**src/rtl/regfile_arbiter_pkg.sv**
```systemverilog
// Shared types and sizing for the two-port register-file arbiter.
// Holds the FSM encoding, index/data widths and the default burst limit.
package regfile_arbiter_pkg;

    localparam int REG_IDX_W        = 3;
    localparam int DATA_W           = 16;
    localparam int HOLD_MAX_DEFAULT = 4;

    typedef logic [REG_IDX_W-1:0] reg_idx_t;
    typedef logic [DATA_W-1:0]    data_t;

    // State remembers which port was granted most recently.
    typedef enum logic [1:0] {
        IDLE  = 2'd0,
        OWN_A = 2'd1,
        OWN_B = 2'd2
    } arb_state_t;

    // Counter width able to hold the value HOLD_MAX itself.
    function automatic int hold_width(input int hold_max);
        return (hold_max < 1) ? 1 : $clog2(hold_max + 1);
    endfunction

endpackage

```
**src/rtl/regfile_arbiter_if.sv**
```systemverilog
// Bundle of requester ports, read-back path and register-file drive signals.
// The arbiter takes the slave view; the surrounding system takes the master view.
interface regfile_arbiter_if;
    import regfile_arbiter_pkg::*;

    logic     reqA, reqB;
    logic     lockA, lockB;
    reg_idx_t aRead1, aRead2, bRead1, bRead2;
    logic     aWrite, bWrite;
    reg_idx_t aWriteReg, bWriteReg;
    data_t    aWriteData, bWriteData;

    logic     gntA, gntB;
    logic     validA, validB;
    data_t    rdData1, rdData2;

    reg_idx_t rfReadReg1, rfReadReg2, rfWriteReg;
    data_t    rfWriteFile;
    logic     rfRegWrite;
    data_t    rfReadData1, rfReadData2;

    modport slave (
        input  reqA, reqB, lockA, lockB,
        input  aRead1, aRead2, bRead1, bRead2,
        input  aWrite, bWrite, aWriteReg, bWriteReg, aWriteData, bWriteData,
        output gntA, gntB, validA, validB, rdData1, rdData2,
        output rfReadReg1, rfReadReg2, rfWriteReg, rfWriteFile, rfRegWrite,
        input  rfReadData1, rfReadData2
    );

    modport master (
        output reqA, reqB, lockA, lockB,
        output aRead1, aRead2, bRead1, bRead2,
        output aWrite, bWrite, aWriteReg, bWriteReg, aWriteData, bWriteData,
        input  gntA, gntB, validA, validB, rdData1, rdData2,
        input  rfReadReg1, rfReadReg2, rfWriteReg, rfWriteFile, rfRegWrite,
        output rfReadData1, rfReadData2
    );

endinterface

```
**src/rtl/rr_lock_picker.sv**
```systemverilog
// Grant decision for two requesters: round-robin on contention, with a
// bounded lock that lets the current owner keep the port for a burst.
module rr_lock_picker
    import regfile_arbiter_pkg::*;
#(
    parameter int HOLD_MAX = HOLD_MAX_DEFAULT
) (
    input  logic clock,
    input  logic reset,
    input  logic req_a,
    input  logic req_b,
    input  logic lock_a,
    input  logic lock_b,
    output logic gnt_a,
    output logic gnt_b
);

    localparam int                HOLD_W     = hold_width(HOLD_MAX);
    localparam logic [HOLD_W-1:0] HOLD_LIMIT = HOLD_W'(HOLD_MAX);

    arb_state_t        state_reg;
    logic [HOLD_W-1:0] hold_count_reg;
    logic              owner_locked_reg;

    logic              hold_ok;
    logic              pick_b;
    logic [HOLD_W-1:0] hold_bump;

    always_comb begin
        hold_ok   = owner_locked_reg && (hold_count_reg < HOLD_LIMIT);
        // Saturate so a lone requester streaming forever cannot wrap the count.
        hold_bump = (hold_count_reg < HOLD_LIMIT) ? hold_count_reg + 1'b1 : hold_count_reg;
        pick_b    = req_b;
        if (req_a && req_b) begin
            case (state_reg)
                OWN_A:   pick_b = !hold_ok;
                OWN_B:   pick_b = hold_ok;
                default: pick_b = 1'b0;
            endcase
        end
        gnt_a = !reset && req_a && !pick_b;
        gnt_b = !reset && req_b && pick_b;
    end

    always_ff @(posedge clock or posedge reset) begin
        if (reset) begin
            state_reg        <= IDLE;
            hold_count_reg   <= '0;
            owner_locked_reg <= 1'b0;
        end else if (gnt_a) begin
            state_reg        <= OWN_A;
            hold_count_reg   <= (state_reg == OWN_A) ? hold_bump : HOLD_W'(1);
            owner_locked_reg <= lock_a;
        end else if (gnt_b) begin
            state_reg        <= OWN_B;
            hold_count_reg   <= (state_reg == OWN_B) ? hold_bump : HOLD_W'(1);
            owner_locked_reg <= lock_b;
        end else begin
            state_reg        <= IDLE;
            hold_count_reg   <= '0;
            owner_locked_reg <= 1'b0;
        end
    end

endmodule

```
**src/rtl/regfile_arbiter.sv**
```systemverilog
// Shares one register file between a core port (A) and a debug port (B):
// routes the granted port's fields to the file and tags read-back with a valid.
module regfile_arbiter
    import regfile_arbiter_pkg::*;
#(
    parameter int HOLD_MAX = HOLD_MAX_DEFAULT
) (
    input  logic             clock,
    input  logic             reset,
    regfile_arbiter_if.slave bus
);

    logic gnt_a;
    logic gnt_b;
    logic valid_a_reg;
    logic valid_b_reg;

    rr_lock_picker #(
        .HOLD_MAX (HOLD_MAX)
    ) u_picker (
        .clock  (clock),
        .reset  (reset),
        .req_a  (bus.reqA),
        .req_b  (bus.reqB),
        .lock_a (bus.lockA),
        .lock_b (bus.lockB),
        .gnt_a  (gnt_a),
        .gnt_b  (gnt_b)
    );

    assign bus.gntA = gnt_a;
    assign bus.gntB = gnt_b;

    always_comb begin
        bus.rfReadReg1  = '0;
        bus.rfReadReg2  = '0;
        bus.rfWriteReg  = '0;
        bus.rfWriteFile = '0;
        bus.rfRegWrite  = 1'b0;
        if (gnt_a) begin
            bus.rfReadReg1  = bus.aRead1;
            bus.rfReadReg2  = bus.aRead2;
            bus.rfWriteReg  = bus.aWriteReg;
            bus.rfWriteFile = bus.aWriteData;
            bus.rfRegWrite  = bus.aWrite;
        end else if (gnt_b) begin
            bus.rfReadReg1  = bus.bRead1;
            bus.rfReadReg2  = bus.bRead2;
            bus.rfWriteReg  = bus.bWriteReg;
            bus.rfWriteFile = bus.bWriteData;
            bus.rfRegWrite  = bus.bWrite;
        end
    end

    // Valid tracks the register file's one-cycle read latency.
    always_ff @(posedge clock or posedge reset) begin
        if (reset) begin
            valid_a_reg <= 1'b0;
            valid_b_reg <= 1'b0;
        end else begin
            valid_a_reg <= gnt_a;
            valid_b_reg <= gnt_b;
        end
    end

    assign bus.validA  = valid_a_reg;
    assign bus.validB  = valid_b_reg;
    assign bus.rdData1 = bus.rfReadData1;
    assign bus.rdData2 = bus.rfReadData2;

endmodule
```
**src/flat_wrapper.sv**
```systemverilog
// flat-port wrapper written by rule: the top's interface ports become plain ports
module regfile_arbiter_flat import regfile_arbiter_pkg::*;
#(
    parameter int HOLD_MAX = HOLD_MAX_DEFAULT
)
  (clock, reset, bus_reqA, bus_reqB, bus_lockA, bus_lockB, bus_aRead1, bus_aRead2, bus_bRead1, bus_bRead2, bus_aWrite, bus_bWrite, bus_aWriteReg, bus_bWriteReg, bus_aWriteData, bus_bWriteData, bus_gntA, bus_gntB, bus_validA, bus_validB, bus_rdData1, bus_rdData2, bus_rfReadReg1, bus_rfReadReg2, bus_rfWriteReg, bus_rfWriteFile, bus_rfRegWrite, bus_rfReadData1, bus_rfReadData2);
  regfile_arbiter_if bus_i ();
  input  logic clock;
  input  logic reset;
  input wire logic [$bits(bus_i.reqA)-1:0] bus_reqA;
  input wire logic [$bits(bus_i.reqB)-1:0] bus_reqB;
  input wire logic [$bits(bus_i.lockA)-1:0] bus_lockA;
  input wire logic [$bits(bus_i.lockB)-1:0] bus_lockB;
  input wire logic [$bits(bus_i.aRead1)-1:0] bus_aRead1;
  input wire logic [$bits(bus_i.aRead2)-1:0] bus_aRead2;
  input wire logic [$bits(bus_i.bRead1)-1:0] bus_bRead1;
  input wire logic [$bits(bus_i.bRead2)-1:0] bus_bRead2;
  input wire logic [$bits(bus_i.aWrite)-1:0] bus_aWrite;
  input wire logic [$bits(bus_i.bWrite)-1:0] bus_bWrite;
  input wire logic [$bits(bus_i.aWriteReg)-1:0] bus_aWriteReg;
  input wire logic [$bits(bus_i.bWriteReg)-1:0] bus_bWriteReg;
  input wire logic [$bits(bus_i.aWriteData)-1:0] bus_aWriteData;
  input wire logic [$bits(bus_i.bWriteData)-1:0] bus_bWriteData;
  output wire logic [$bits(bus_i.gntA)-1:0] bus_gntA;
  output wire logic [$bits(bus_i.gntB)-1:0] bus_gntB;
  output wire logic [$bits(bus_i.validA)-1:0] bus_validA;
  output wire logic [$bits(bus_i.validB)-1:0] bus_validB;
  output wire logic [$bits(bus_i.rdData1)-1:0] bus_rdData1;
  output wire logic [$bits(bus_i.rdData2)-1:0] bus_rdData2;
  output wire logic [$bits(bus_i.rfReadReg1)-1:0] bus_rfReadReg1;
  output wire logic [$bits(bus_i.rfReadReg2)-1:0] bus_rfReadReg2;
  output wire logic [$bits(bus_i.rfWriteReg)-1:0] bus_rfWriteReg;
  output wire logic [$bits(bus_i.rfWriteFile)-1:0] bus_rfWriteFile;
  output wire logic [$bits(bus_i.rfRegWrite)-1:0] bus_rfRegWrite;
  input wire logic [$bits(bus_i.rfReadData1)-1:0] bus_rfReadData1;
  input wire logic [$bits(bus_i.rfReadData2)-1:0] bus_rfReadData2;
  assign bus_i.reqA = bus_reqA;
  assign bus_i.reqB = bus_reqB;
  assign bus_i.lockA = bus_lockA;
  assign bus_i.lockB = bus_lockB;
  assign bus_i.aRead1 = bus_aRead1;
  assign bus_i.aRead2 = bus_aRead2;
  assign bus_i.bRead1 = bus_bRead1;
  assign bus_i.bRead2 = bus_bRead2;
  assign bus_i.aWrite = bus_aWrite;
  assign bus_i.bWrite = bus_bWrite;
  assign bus_i.aWriteReg = bus_aWriteReg;
  assign bus_i.bWriteReg = bus_bWriteReg;
  assign bus_i.aWriteData = bus_aWriteData;
  assign bus_i.bWriteData = bus_bWriteData;
  assign bus_gntA = bus_i.gntA;
  assign bus_gntB = bus_i.gntB;
  assign bus_validA = bus_i.validA;
  assign bus_validB = bus_i.validB;
  assign bus_rdData1 = bus_i.rdData1;
  assign bus_rdData2 = bus_i.rdData2;
  assign bus_rfReadReg1 = bus_i.rfReadReg1;
  assign bus_rfReadReg2 = bus_i.rfReadReg2;
  assign bus_rfWriteReg = bus_i.rfWriteReg;
  assign bus_rfWriteFile = bus_i.rfWriteFile;
  assign bus_rfRegWrite = bus_i.rfRegWrite;
  assign bus_i.rfReadData1 = bus_rfReadData1;
  assign bus_i.rfReadData2 = bus_rfReadData2;
  regfile_arbiter #(.HOLD_MAX(HOLD_MAX)) u_core (.clock(clock), .reset(reset), .bus(bus_i));
endmodule
```
**config.mk**
```make
export PLATFORM = sky130hd
export DESIGN_NAME = regfile_arbiter_flat
export DESIGN_NICKNAME = d
export VERILOG_FILES = /design/src/rtl/regfile_arbiter_pkg.sv /design/src/rtl/regfile_arbiter_if.sv /design/src/rtl/rr_lock_picker.sv /design/src/rtl/regfile_arbiter.sv /design/src/flat_wrapper.sv
export SDC_FILE = /design/constraint.sdc
export NUM_CORES = 1
export LEC_CHECK = 0
export CORE_MARGIN = 2
export CORE_UTILIZATION = 26
export CTS_CLUSTER_DIAMETER = 80
export DETAILED_ROUTE_END_ITERATION = 6
export PLACE_DENSITY = 0.79
export SYNTH_ARGS = -nofsm -noshare
export SYNTH_HDL_FRONTEND = slang
export SYNTH_SLANG_ARGS = --single-unit
export TNS_END_PERCENT = 100
```
**constraint.sdc**
```tcl
create_clock -name clock -period 1.43 [get_ports clock]
set_input_delay 0.143 -clock clock [delete_from_list [all_inputs] [get_ports clock]]
set_output_delay 0.143 -clock clock [all_outputs]
set_load 0.005 [all_outputs]
```
After elaboration in Yosys (flattened, before gate mapping):

Cells that the tools add are included.

* logic and storage cells: 39
* flip-flop bits (word level): 8
* input bits: 90
* output and inout port bits: 62

* reductions and logical operators: 9
* magnitude comparators: 1
* multiplexer cells: 21
* eq/ne operators: 2
* add/sub/neg operators: 1

Operator list (number)
* 2-to-1 mux 3 bit: 11
* 2-to-1 mux 16 bit: 2
* logical AND 1 bit: 6
* 2-to-1 mux 1 bit: 5
* 2-to-1 mux 2 bit: 2
* adder 3 x 1 -> 3 bit, second input constant: 1
* zero test 1 bit: 3
* less-than comparator 3 bit, second input constant: 1
* == test 2 x 1 -> 1 bit, second input constant: 1
* == test 2 bit, second input constant: 1
* case mux 1 bit (2 select lines): 1

Logic depth before layout (Yosys ltp):

* word-level depth: 8
* mapped depth: 6

Modules after synthesis:

A second synthesis with hierarchy kept.

* cells, all modules: 115
* area, all modules: 992.2 µm²

By module, submodules not included
* regfile_arbiter: cells each 72, sequential area each 50.0 µm², area an instance 606.8 µm², instances 1
* rr_lock_picker: cells each 43, sequential area each 150.1 µm², area an instance 385.4 µm², instances 1

Worst setup path before layout:

OpenSTA, ideal clock, no wires.

* path kind: flip-flop to output port
* from: reg u_core.u_picker.hold_count_reg[2]
* to: out bus_rfReadReg2[0]
* data arrival time: 1269 ps
* required time: 1287 ps
* path slack: 18 ps
* cell stages (with the launch flop): 7
* path buffers: 2
* path through: dfrtp_1 -> nor2b_1 -> o21a_1 -> buf_6 -> buf_12 -> o211ai_2 -> a21oi_2

* longest elaborated chain between the ends: 8

RTL lines
* start, declared: RTL line rr_lock_picker.sv:22 `logic [HOLD_W-1:0] hold_count_reg;`
* start signal, assigned: RTL line rr_lock_picker.sv:52 `hold_count_reg <= (state_reg == OWN_A) ? hold_bump : HOLD_W'(1);`
* start signal, assigned: RTL line rr_lock_picker.sv:56 `hold_count_reg <= (state_reg == OWN_B) ? hold_bump : HOLD_W'(1);`
* less-than comparator 3 bit *: RTL line rr_lock_picker.sv:30 `hold_ok = owner_locked_reg && (hold_count_reg < HOLD_LIMIT);`
* logical AND 1 bit *: RTL line rr_lock_picker.sv:30
* zero test 1 bit: RTL line rr_lock_picker.sv:36 `OWN_A: pick_b = !hold_ok;`
* case mux 1 bit (2 select lines) *: RTL line rr_lock_picker.sv:35 `case (state_reg)`
* 2-to-1 mux 1 bit *: RTL line rr_lock_picker.sv:34 `if (req_a && req_b) begin`
* logical AND 1 bit / zero test 1 bit (equally long branches): RTL line rr_lock_picker.sv:42, rr_lock_picker.sv:41
* 2-to-1 mux 3 bit / logical AND 1 bit (equally long branches): RTL line regfile_arbiter.sv:46, rr_lock_picker.sv:41
* 2-to-1 mux 3 bit *: RTL line regfile_arbiter.sv:40 `if (gnt_a) begin`
* end, declared: RTL line flat_wrapper.sv:31 `output wire logic [$bits(bus_i.rfReadReg2)-1:0] bus_rfReadReg2;`

Mark *: on every way between the ends. The rest lies on a longest branch, timed or not.

Worst setup path in the final report:

* from: reg u_core.u_picker.hold_count_reg[2]
* to: out bus_rfWriteFile[12]

* longest elaborated chain between the ends: 8

RTL lines
* less-than comparator 3 bit *: RTL line rr_lock_picker.sv:30
* logical AND 1 bit *: RTL line rr_lock_picker.sv:30
* zero test 1 bit: RTL line rr_lock_picker.sv:36
* case mux 1 bit (2 select lines) *: RTL line rr_lock_picker.sv:35
* 2-to-1 mux 1 bit *: RTL line rr_lock_picker.sv:34
* logical AND 1 bit / zero test 1 bit (equally long branches): RTL line rr_lock_picker.sv:42, rr_lock_picker.sv:41
* 2-to-1 mux 16 bit / logical AND 1 bit (equally long branches): RTL line regfile_arbiter.sv:46, rr_lock_picker.sv:41
* 2-to-1 mux 16 bit *: RTL line regfile_arbiter.sv:40
* end, declared: RTL line flat_wrapper.sv:33 `output wire logic [$bits(bus_i.rfWriteFile)-1:0] bus_rfWriteFile;`

Marks and branches as above.

==> impl_metrics.yaml <==
cts:
  cts_max_level: 1
  cts_tree: "done"
  clk_pin_slew_worst_paths_ps: 40
  clkSinkCount: 7
  cts_made_buffers: 3
  cts_root_buffer: "clkbuf_8"
  clk_path_buf_depth: 2
  insertion_delay_ps: 230
floorplanning:
  dieHeight_um: 77.4
  die_w_um: 77.4
  core-area_um2: 5140
  ioPinCount: 152
  dieArea_um2: 5990
  num_rows: 26
  initial_core_util: 0.273
timing:
  hold_ws_ps: 286
  final_max_slew_viol_count: 0
  slew_headroom: 0.737
  hold_viol: 0
  setup_violations: 30
  worstMarginPinSlew_ps: 393
  final.min_clock_period_ps: 1930
  rsz0062_at_grt: "yes"
  finClkSkew_ps: 6.17
  fmax_ghz: 0.518
  layout_worst_path_cycle_share: 1.35
  setup_ws_ps: -502
synth:
  post_synth.cell_area_avg_um2: 8.29
  synth_cell_type_count: 33
  synth_cells: 169
  yosys_register_bits: 7
  yosysSeqAreaShare: 0.125
  syn_area_um2: 1400
  yosysWarnings: 0
  synth_edf_count: 0
  synth_nets: 260
  synthFlopType: "dfrtp_1"
  async_flop_share: 1.00
setup_path:
  crit_fanout: 5
  slowest_stage: "dfrtp_1"
  cpLargestDelayFamily: "buffers and inverters"
  rr_startpoint: "u_core.u_picker.hold_count_reg[2]"
  worst-path-buf-inv: 4
  cp.required_ps: 1290
  end_kind: "output pin"
  critPathKind: "reg2out"
  cp.arrival_ps: 1790
  crit_chain: "nand4bb_4 > buf_6 > o21a_4 > buf_12 > buf_12 > o211ai_2 > a21oi_2 > buf_2"
  crit_top_cell: "buf_12"
  r2r-end: "u_core.u_picker.owner_locked_reg"
  reg2reg_depth: 7
  rrSetupSlack_ps: -200
  crit_path_start_kind: "flip-flop"
  slowest_delay_ps: 380
finish:
  fill_cells: 530
  multiInputGateArea_um2: 955
  largest_register_ffs: 3
  antenna_cells: 0
  finalInstanceArea_um2: 2430
  syn_to_final_growth_pct: 73.4
  finish.utilization: 0.473
  drive_gt1_frac: 0.512
  register_area_um2: 175
  final_cell_mix: "clkdlybuf4s50_1, buf_2, nand3_1, a21oi_2, o211ai_2"
  mostFrequentLayoutCell: "clkdlybuf4s50_1"
  final_nets: 334
worst_hold_path:
  hold_end: "bus_rdData1[9]"
  hold_path_class: "in2out"
  hold_path_depth: 0
  min_from: "bus_rfReadData1[9]"
global_routing:
  grt_max_degree: 20
  grt_first_pass_wirelength_um: 8290
  grt-ovfl-total: 0
  grt_antenna_before_repair: 0
  track_usage: 0.174
  grt_pass1_vias: 1551
routing:
  first_iter_violations: 52
  vias_per_cell: 5.01
  drtAntennaViolNets: 0
  avgRoutedWirePerCell_um: 16.4
  drt-total-wl_um: 5120
  drc: 0
  dr.pass1.iters: 4
  via_count: 1562
power_and_ir_drop:
  finalPower_mw: 1.20
  p_sw_frac: 0.332
  clkPwrFrac: 0.234
  p_per_area_nw_per_um2: 492
  leakage_nw: 0.980
  switchingPower_uw: 397
  cell_internal_pwr_uw: 799
  vdd_drop_max_mv: 0.229
  seqPwrFrac: 0.182
  combPwrFrac: 0.584
place:
  port_buffers: 87
  place_ws_ps: -548
  gp_congestion: 0.802
  hpwlAfterDp_um: 3550
  post_dp_cell_area_um2: 2190
run_status:
  violations: "negative setup slack"
  status: "complete, but fails checks"
flow_run:
  cap_viol_max_count: 0
-- area by class of cell --
| class | count | share of cell area |
|---|---|---|
| repair buffers | 121 | 0.477 |
| multi-input cells | 108 | 0.393 |
| flip-flops and latches | 7 | 0.0721 |
| well taps | 70 | 0.0360 |
| clock buffers | 3 | 0.0170 |
| inverters | 2 | 0.00309 |
| clock inverters | 1 | 0.00206 |
-- cells in the mapped netlist (2+ instances only) --
master     n  area [um2]
a21oi_1   10        50.1
a21oi_2   19         166
and3_1     2        12.5
buf_12     2        40.0
buf_2      3        15.0
buf_4     36         270
buf_6      2        22.5
clkbuf_1   7        26.3
dfrtp_1    7         175
nand3_1   27         135
nand3b_1   2        15.0
nor2_1     3        11.3
nor3_1     2        10.0
o211ai_1   9        67.6
o211ai_2  20         250
-- power groups by stage --
stage,clock [mW],combinational (mW),sequential (mW)
2_1_floorplan,0,0.350,0.219
3_3_place_gp,0,0.614,0.219
3_5_place_dp,0,0.624,0.219
4_1_cts,0.283,0.703,0.216
5_1_grt,0.297,0.751,0.218
6_report,0.280,0.698,0.217
-- through the flow --
step / instances / TNS, ps
2_1_floorplan: 169 / 0
3_3_place_gp: 293 / -13860
3_5_place_dp: 293 / -15200
4_1_cts: 313 / -12110
5_1_grt: 312 / -13790
6_report: 312 / -11660
-- how the worst max path moves through the flow --
stage	to	from	cells after the start
after floorplan	bus_rfReadReg2[0]	u_core.u_picker.hold_count_reg[2]	6
after global placement	bus_rfWriteFile[10]	u_core.u_picker.state_reg[1]	6
after detailed placement	bus_rfWriteFile[14]	u_core.u_picker.owner_locked_reg	6
after CTS	bus_rfRegWrite	u_core.u_picker.hold_count_reg[2]	8
final	bus_rfWriteFile[12]	u_core.u_picker.hold_count_reg[2]	8
after global routing	bus_rfWriteFile[11]	u_core.u_picker.hold_count_reg[2]	8
-- routing by layer --
layer	vias to the layer above	share of wire	track usage
met1	752	0.40	0.212
met2	63	0.53	0.312
met3	7	0.057	0.0291
met5	-	0	0
li1	740	-	-
met4	0	0.011	0.0518
-- kinds of logic after synthesis --
kind of cell / count (synthesis) / synth area share
AO/OA/AOI/OAI: 64 / 0.413
buffers and inverters: 54 / 0.285
AND/OR/NAND/NOR: 42 / 0.161
flip-flops: 7 / 0.125
multiplexers: 1 / 0.00714
adder cells (fa/ha/maj): 1 / 0.00893
-- what timing repair did --
action / in CTS / in global routing
pin swaps: 45 / 28
hold endpoints to repair: 7 / 0
gates cloned: 3 / 0
hold buffers: 1 / 0
resized for setup: 135 / 11
endpoints found under the setup margin: 29 / 33
setup buffers: 12 / 1
No activity file was read; power rests on OpenSTA's default activity.
